[config.mk]
export PLATFORM = sky130hd
export DESIGN_NAME = audio_capture_ctrl
export DESIGN_NICKNAME = d
export VERILOG_FILES = /design/src/rtl/audio_pkg.sv /design/src/rtl/audio_frame_fifo.sv /design/src/rtl/audio_capture_ctrl.sv
export SDC_FILE = /design/constraint.sdc
export NUM_CORES = 1
export LEC_CHECK = 0
export CAP_MARGIN = 30
export CORE_MARGIN = 5
export CORE_UTILIZATION = 53
export CTS_CLUSTER_SIZE = 16
export DETAILED_ROUTE_END_ITERATION = 6
export PLACE_DENSITY = 0.78
export SLEW_MARGIN = 20
export SYNTH_ARGS = -nofsm -noshare
export SYNTH_HDL_FRONTEND = slang
export SYNTH_SLANG_ARGS = --single-unit
[constraint.sdc]
create_clock -name clk -period 5.4 [get_ports clk]
set_input_delay 1.08 -clock clk [delete_from_list [all_inputs] [get_ports clk]]
set_output_delay 1.08 -clock clk [all_outputs]
set_load 0.01 [all_outputs]
[src/rtl/audio_pkg.sv]
// audio_pkg: shared widths and FSM state encoding for the stereo PCM capture path.
package audio_pkg;
    localparam int PCM_W   = 16;
    localparam int FRAME_W = 2 * PCM_W;

    typedef enum logic [1:0] {
        ST_IDLE,
        ST_WARMUP,
        ST_RUN,
        ST_DRAIN
    } state_t;
endpackage

[src/rtl/audio_frame_fifo.sv]
// audio_frame_fifo: synchronous stereo-frame FIFO; pointers carry an extra wrap bit for full/empty.
module audio_frame_fifo
    import audio_pkg::*;
#(
    parameter int DEPTH = 8
) (
    input  logic                     clk,
    input  logic                     rst_n,
    input  logic                     i_push,
    input  logic                     i_pop,
    input  logic [FRAME_W-1:0]       i_data,
    output logic [FRAME_W-1:0]       o_data,
    output logic                     o_full,
    output logic                     o_empty,
    output logic [$clog2(DEPTH):0]   o_count
);
    localparam int AW = $clog2(DEPTH);

    logic [FRAME_W-1:0] r_mem [DEPTH];
    logic [AW:0]        r_wr;
    logic [AW:0]        r_rd;
    logic               w_push;
    logic               w_pop;

    assign o_empty = (r_wr == r_rd);
    assign o_full  = (r_wr[AW] != r_rd[AW]) && (r_wr[AW-1:0] == r_rd[AW-1:0]);
    assign o_count = r_wr - r_rd;
    assign o_data  = r_mem[r_rd[AW-1:0]];
    assign w_pop   = i_pop && !o_empty;
    // A pop in the same cycle frees the head slot, so a push into a full FIFO is still accepted
    assign w_push  = i_push && (!o_full || w_pop);

    always_ff @(posedge clk or negedge rst_n) begin
        if (!rst_n) begin
            r_wr <= '0;
            r_rd <= '0;
        end else begin
            if (w_push) r_wr <= r_wr + 1'b1;
            if (w_pop)  r_rd <= r_rd + 1'b1;
        end
    end

    always_ff @(posedge clk) begin
        if (w_push) r_mem[r_wr[AW-1:0]] <= i_data;
    end
endmodule

[src/rtl/audio_capture_ctrl.sv]
// audio_capture_ctrl: sequences PDM capture (warm-up discard, frame buffering) and
// serialises stereo frames onto a valid/ready stream, left word then right word.
module audio_capture_ctrl
    import audio_pkg::*;
#(
    parameter int DEPTH  = 8,
    parameter int WARMUP = 16,
    parameter int OVF_W  = 8
) (
    input  logic                     clk,
    input  logic                     rst_n,
    input  logic                     i_en,
    input  logic                     i_mute,
    input  logic                     i_stb_pcm,
    input  logic signed [PCM_W-1:0]  i_pcm_left,
    input  logic signed [PCM_W-1:0]  i_pcm_right,
    output logic                     o_mic_run,
    output logic                     o_busy,
    output logic                     o_m_valid,
    input  logic                     i_m_ready,
    output logic [PCM_W-1:0]         o_m_data,
    output logic                     o_m_right,
    output logic [$clog2(DEPTH):0]   o_fill,
    output logic [OVF_W-1:0]         o_ovf_cnt
);
    localparam int                WC_W   = (WARMUP > 1) ? $clog2(WARMUP) : 1;
    localparam logic [WC_W-1:0]   W_LAST = WC_W'((WARMUP > 0) ? WARMUP - 1 : 0);

    state_t             r_state;
    state_t             w_state;
    logic [WC_W-1:0]    r_wcnt;
    logic [OVF_W-1:0]   r_ovf;
    logic               r_right;
    logic               w_start;
    logic               w_push;
    logic               w_pop;
    logic               w_xfer;
    logic               w_full;
    logic               w_empty;
    logic [FRAME_W-1:0] w_frame;
    logic [FRAME_W-1:0] w_head;

    assign w_frame   = i_mute ? '0 : {i_pcm_left, i_pcm_right};
    assign w_xfer    = o_m_valid && i_m_ready;
    assign w_pop     = w_xfer && r_right;
    assign o_m_valid = !w_empty;
    assign o_m_right = r_right;
    assign o_m_data  = !o_m_valid ? '0 : r_right ? w_head[PCM_W-1:0] : w_head[FRAME_W-1:PCM_W];
    assign o_mic_run = (r_state == ST_WARMUP) || (r_state == ST_RUN);
    assign o_busy    = (r_state != ST_IDLE);
    assign o_ovf_cnt = r_ovf;

    always_comb begin
        w_state = r_state;
        w_start = 1'b0;
        w_push  = 1'b0;
        case (r_state)
            ST_IDLE: begin
                w_start = i_en;
                if (i_en) w_state = (WARMUP == 0) ? ST_RUN : ST_WARMUP;
            end
            ST_WARMUP: begin
                if (!i_en) w_state = ST_IDLE;
                else if (i_stb_pcm && r_wcnt == W_LAST) w_state = ST_RUN;
            end
            ST_RUN: begin
                if (!i_en) w_state = ST_DRAIN;
                else w_push = i_stb_pcm;
            end
            ST_DRAIN: begin
                if (w_empty) w_state = ST_IDLE;
            end
            default: w_state = ST_IDLE;
        endcase
    end

    always_ff @(posedge clk or negedge rst_n) begin
        if (!rst_n) begin
            r_state <= ST_IDLE;
            r_wcnt  <= '0;
            r_ovf   <= '0;
            r_right <= 1'b0;
        end else begin
            r_state <= w_state;
            if (w_start) r_wcnt <= '0;
            else if (r_state == ST_WARMUP && i_stb_pcm) r_wcnt <= r_wcnt + 1'b1;
            if (w_start) r_ovf <= '0;
            else if (w_push && w_full && !w_pop && r_ovf != '1) r_ovf <= r_ovf + 1'b1;
            if (w_xfer) r_right <= !r_right;
        end
    end

    audio_frame_fifo #(.DEPTH(DEPTH)) u_fifo (
        .clk     (clk),
        .rst_n   (rst_n),
        .i_push  (w_push),
        .i_pop   (w_pop),
        .i_data  (w_frame),
        .o_data  (w_head),
        .o_full  (w_full),
        .o_empty (w_empty),
        .o_count (o_fill)
    );
endmodule
=== Yosys cells after proc, flatten, opt, wreduce, memory -nomap -nowiden ===
Memories as Yosys holds them, arrays and structs flattened.
Cells that the tools add are included.

* Register bits after elaboration: 23
* RAM bits: 256
* Bits of input ports: 38
* Output and inout bits: 32
* Word-level logic and storage cells: 63
* Memories kept: 1

* $add $sub $neg: 5
* Eq/ne operators: 12
* Mux-type cells: 18
* Reductions and logical operators: 21

{| class="wikitable"
|+ Memory list
! memory !! depth !! width !! rd ports !! clocked after Yosys merged registers in !! wr ports !! line !! RTL
|-
| u_fifo.r_mem || 8 || 32 || 1 || 0 || 1 || audio_frame_fifo.sv:19 || <nowiki>logic [FRAME_W-1:0] r_mem [DEPTH];</nowiki>
|}

{| class="wikitable"
|+ Operators by type and width
! cell !! number
|-
| 16-bit 2-to-1 mux || 2
|-
| 32-bit 2-to-1 mux || 1
|-
| 8-bit 2-to-1 mux || 2
|-
| 4-bit by 1-bit adder with 4-bit output (second input constant) || 3
|-
| 1-bit logical AND || 10
|-
| 2-bit 2-to-1 mux || 5
|-
| 8-bit by 1-bit adder with 8-bit output (second input constant) || 1
|-
| 4-bit 2-to-1 mux || 2
|-
| 8-bit != test (second input constant) || 1
|-
| 2-bit case mux with 4 select lines || 1
|-
| 2-bit nonzero test || 3
|-
| 1-bit 2-to-1 mux || 5
|-
| 2-bit == test (second input constant) || 2
|-
| 4-bit == test || 1
|-
| 4-bit == test (second input constant) || 1
|-
| 1-bit logical NOT || 4
|-
| 2-bit != test (second input constant) || 2
|-
| 4-bit AND reduction || 1
|-
| 4-bit subtractor || 1
|-
| 3-bit == test || 1
|-
| 3-bit != test (second input constant) || 1
|-
| 2-bit by 1-bit == test with 1-bit output (second input constant) || 1
|-
| 2-bit logical NOT || 1
|-
| 1-bit logical OR || 2
|-
| other kinds (2) || 2
|}

=== Longest topological paths before layout ===
* Depth in word-level cells: 9
* Mapped depth: 11
* Depth with buffers taken out: 6

=== Modules after synthesis ===
A second synthesis with hierarchy kept.

* Cell total of the unflattened synthesis: 653
* Area, all modules: 11,479.8 um2

{| class="wikitable"
|+ Modules (own cells, without submodules)
! module !! times used !! cells an instance !! area each (um2)
|-
| audio_frame_fifo || 1 || 496 || 10,166.0
|-
| audio_capture_ctrl || 1 || 157 || 1,313.8
|}

=== Least setup slack after synthesis ===
OpenSTA, ideal clock, no wires.

* Kind: register to register
* Start point: register u_fifo.r_rd[1]
* End point: memory u_fifo.r_mem[0][0] (netlist name) (enable)
* Arrival time: 4.917 ns
* Slack: -0.018 ns
* Stages on the path, launching flop included: 10
* Buffers on the path: 3
* Period minus slack after synthesis: 5.418 ns
* Cells stage by stage: dfrtp_1 > buf_6 > buf_6 > inv_2 > buf_2 > ha_1 > and3_1 > nand2_1 > o21ai_0 > nor4_1

* Longest elaborated chain between the ends: 9
* Elaborated cells on any way between the ends: 12
* Those cells by class: eq/ne (2); mux (2); reduce/logical (8)

{| class="wikitable"
|+ RTL lines
! element !! line !! RTL
|-
| start, declared || audio_frame_fifo.sv:21 || <nowiki>logic [AW:0] r_rd;</nowiki>
|-
| start signal, assigned || audio_frame_fifo.sv:39 || <nowiki>if (w_pop) r_rd <= r_rd + 1'b1;</nowiki>
|-
| 4-bit == test || audio_frame_fifo.sv:25 || <nowiki>assign o_empty = (r_wr == r_rd);</nowiki>
|-
| 1-bit logical NOT || audio_frame_fifo.sv:29, audio_capture_ctrl.sv:46 ||
|-
| 1-bit logical AND || audio_capture_ctrl.sv:44 || <nowiki>assign w_xfer = o_m_valid && i_m_ready;</nowiki>
|-
| 1-bit logical AND || audio_capture_ctrl.sv:45 || <nowiki>assign w_pop = w_xfer && r_right;</nowiki>
|-
| 1-bit logical AND || audio_frame_fifo.sv:29 || <nowiki>assign w_pop = i_pop && !o_empty;</nowiki>
|-
| 1-bit logical OR (*) || audio_frame_fifo.sv:31 || <nowiki>assign w_push = i_push && (!o_full || w_pop);</nowiki>
|-
| 1-bit logical AND (*) || audio_frame_fifo.sv:31 ||
|-
| 1-bit 2-to-1 mux (*) || audio_frame_fifo.sv:44 || <nowiki>if (w_push) r_mem[r_wr[AW-1:0]] <= i_data;</nowiki>
|-
| 1-bit 2-to-1 mux (not written as such) (*) || audio_frame_fifo.sv:44 ||
|-
| end, declared || audio_frame_fifo.sv:19 ||
|}

Mark *: on every way between the ends. The rest lies on a longest branch, timed or not.

=== Final worst setup path ===
* Start point: register u_fifo.r_rd[1]
* End point: output port o_m_data[10]

* Longest elaborated chain between the ends: 3
* Elaborated cells on any way between the ends: 4
* Those cells by class: eq/ne (1); mux (2); memory (1)

{| class="wikitable"
|+ RTL lines
! element !! line !! RTL
|-
| memory 8 x 32 bit || n/a ||
|-
| 16-bit 2-to-1 mux || audio_capture_ctrl.sv:48 || <nowiki>assign o_m_data = !o_m_valid ? '0 : r_right ? w_head[PCM_W-1:0] : w_head[FRAME_W-1:PCM_W];</nowiki>
|-
| 16-bit 2-to-1 mux (*) || audio_capture_ctrl.sv:48 ||
|-
| end, declared || audio_capture_ctrl.sv:21 || <nowiki>output logic [PCM_W-1:0] o_m_data,</nowiki>
|}

Marks and branches as above.

==> results_dict.tcl <==
set metrics [dict create \
    htreeDepth 1 \
    tns_ns 0 \
    cts_inserted_buffers 28 \
    overflow 0 \
    rsz0062_at_grt "false" \
    yosysSeqAreaShare_pct 72.3 \
    ios 70 \
    grt_pass1_vias 6300 \
    cp_slowest_cell "clkdlybuf4s50_1" \
    synthCells 592 \
    core-area_sq_um 21200 \
    grt_max_degree 60 \
    drv_cap 0 \
    ys_types 44 \
    nNetsFinal 730 \
    ctsResizeCount 0 \
    clock_path_buffers 3 \
    drt-initial-drc-count 413 \
    r2r-start "u_fifo.r_rd[1]$_DFFE_PN0P_" \
    drc_errors 0 \
    slew-limit-headroom_pct 38.9 \
    start_util_pct 54.0 \
    wl_microns 23200 \
    p_leak_nw 4.50 \
    synth_nets 642 \
    multi_input_area_sq_um 3030 \
    nFillCells 1414 \
    fin_worst_skew_ns 0.0168 \
    netlist_area_sq_um 11400 \
    critical_path.top_delay_family "buffers and inverters" \
    final_common_cell "edfxtp_1" \
    cts-root-buf "clkbuf_16" \
    min-delay-start "o_ovf_cnt[7]$_DFFE_PN0P_" \
    yosys_most_used_dff "edfxtp_1" \
    crit_fanout 20 \
    vias 5883 \
    hold_class "reg2reg" \
    layout-drive-gt1-share_pct 19.5 \
    finalPower_mw 6.53 \
    fin_crit_ns 4.68 \
    cts.sinks 279 \
    cts_tree "yes" \
    vdd_drop_max_mv 0.590 \
    hpwl_microns 14200 \
    final_util_pct 63.4 \
    slew_violations 0 \
    path_cells "inv_2 > ha_1 > and3_1 > nand2_1 > o21ai_1 > a21oi_1 > clkdlybuf4s50_1" \
    worst_slew_pin_slew_ns 0.911 \
    worstSkewPairLatency_ns 0.54 \
    fmax_ghz 0.213 \
    crit_required_ns 4.32 \
    grt_util_all_layers_pct 19.4 \
    fp.dieW_microns 157 \
    layout_common_cells "edfxtp_1 (256), clkdlybuf4s50_1 (69), mux4_2 (48)" \
    post_synth.cell_area_avg_sq_um 19.3 \
    worstPathArrival_ns 3.60 \
    drtAntennaViolNets 0 \
    path_buf_inv 2 \
    die_y_microns 157 \
    holdBufCountCts 0 \
    dieArea_sq_um 24600 \
    p_per_area_nw_per_um2 487 \
    globalplace.congestion 0.896 \
    dr.pass1.iters 5 \
    place.port_buffers 69 \
    period_share_pct 86.8 \
    synthToLayoutAreaGrowth_pct 17.4 \
    wl_per_cell_microns 23.8 \
    seq_area_sq_um 8270 \
    critPathMaxStageDelay_ns 0.62 \
    vias_per_cell 6.03 \
    cts_setup_buffers 0 \
    synth-edff-count 256 \
    diodes 0 \
    row_count 53 \
    crit_start "u_fifo.r_rd[1]$_DFFE_PN0P_" \
    outcome "finished, final reports clean" \
    finalHoldViolations 0 \
    cp-end-kind "primary output" \
    ys_seq_elements 279 \
    asyncSetResetFlopFracSynth_pct 8.24 \
    grt_antenna_before_repair 0 \
    critPathKind "reg2out" \
    grt_pass1_wl_microns 36100 \
    crit_path_start_kind "register" \
    clk_pin_slew_worst_paths_ns 0.06 \
    yosysWarnings 0 \
    finalSetupViolCount 0 \
]
==> layout make-up <==
class                           instances  area share [%]
Clock inverter                         17           0.905
Sequential cell                       279            61.6
Tap cell                              275            2.57
Clock buffer                           34            5.47
Inverter                               11           0.308
Timing Repair Buffer                   86            6.53
Multi-Input combinational cell        274            22.6
==> layer usage <==
layer | vias up | routed length (microns) | track usage, %
li1 | 2575 | - | -
met1 | 3046 | 9390 | 26.8
met2 | 235 | 11900 | 33.0
met3 | 27 | 1620 | 3.26
met4 | 0 | 361 | 3.97
met5 | - | 0 | 0
==> final timing paths <==
kind	end	slack, ns	cells past startpoint
min in group asynchronous	o_ovf_cnt[7]$_DFFE_PN0P_	0.87	1
max in group asynchronous	u_fifo.r_rd[1]$_DFFE_PN0P_	4.05	2
hold / removal	o_ovf_cnt[7]$_DFFE_PN0P_	0.54	1
hold reg to reg	o_ovf_cnt[7]$_DFFE_PN0P_	0.54	1
setup reg to reg	u_fifo.r_mem[3][25]$_DFFE_PP_	1.93	7
setup / recovery	o_m_data[10]	0.72	7
==> flip-flops by register name, indices dropped and copies added (netlist names), named ones only <==
name / count
o_m_right: 1
o_ovf_cnt: 8
r_state: 1
r_wcnt: 4
u_fifo.r_mem: 256
u_fifo.r_rd: 4
u_fifo.r_wr: 4
==> Yosys cell counts, drive strengths merged (2+ instances only) <==
master | count | area share, %
mux2i | 18 | 1.6
nand2b | 2 | 0.11
clkbuf | 8 | 0.26
o31ai | 4 | 0.26
nor2 | 7 | 0.23
nor3 | 4 | 0.18
o311ai | 2 | 0.15
edfxtp | 256 | 67
buf | 20 | 1.1
nand2 | 21 | 0.69
inv | 11 | 0.36
nor2b | 32 | 1.8
o41ai | 2 | 0.15
or3 | 5 | 0.27
xnor2 | 7 | 0.54
o21ai | 24 | 1.1
ha | 11 | 1.2
mux4 | 64 | 13
a21oi | 25 | 1.1
xor2 | 5 | 0.38
and3 | 2 | 0.11
mux2 | 17 | 1.7
nand3 | 6 | 0.26
dfrtp | 23 | 5.0
nand4 | 2 | 0.16
or4 | 3 | 0.20
==> per-stage QoR <==
stage / std cells / area, sq um / setup slack, ns / hold WS, ns
after floorplan: 592 / 11400 / 0.612 / 0.513
after global placement: 923 / 12500 / 1.45 / 0.493
after detailed placement: 925 / 12600 / 1.40 / 0.530
after CTS: 976 / 13400 / 0.798 / 0.538
after global routing: 976 / 13400 / 0.646 / 0.585
final: 976 / 13400 / 0.715 / 0.539
==> power by group <==
group / internal, mW / leakage (nW) / switching (mW) / total (mW)
Sequential: 2.44 / 2.63 / 0.0860 / 2.52
Combinational: 1.11 / 1.44 / 1.12 / 2.23
Clock: 1.01 / 0.423 / 0.764 / 1.78
==> kinds of logic (layout without fill, tap and decap cells) <==
kind of cell               after synthesis  in the layout  share of synthesized area (%)
AOI/OAI and AO/OA                       63             63                           3.12
muxes                                   99             99                           16.4
and+or+nand+nor                         88             88                           4.20
buffers and inverters                   39            148                           1.69
DFF                                    279            279                           72.3
xor gates and xnor gates                12             12                          0.920
adders and majority gates               12             12                           1.38
==> worst reg2reg max path: cells and delay by family, from the launching register on <==
family                     cells  cell delay (ns)
adders and majority gates      1             0.35
buffers and inverters          2             0.83
and+or+nand+nor                3             1.14
DFF                            1             0.41
AOI/OAI and AO/OA              1             0.42
Note: power is estimated with default switching activity, not from simulation.
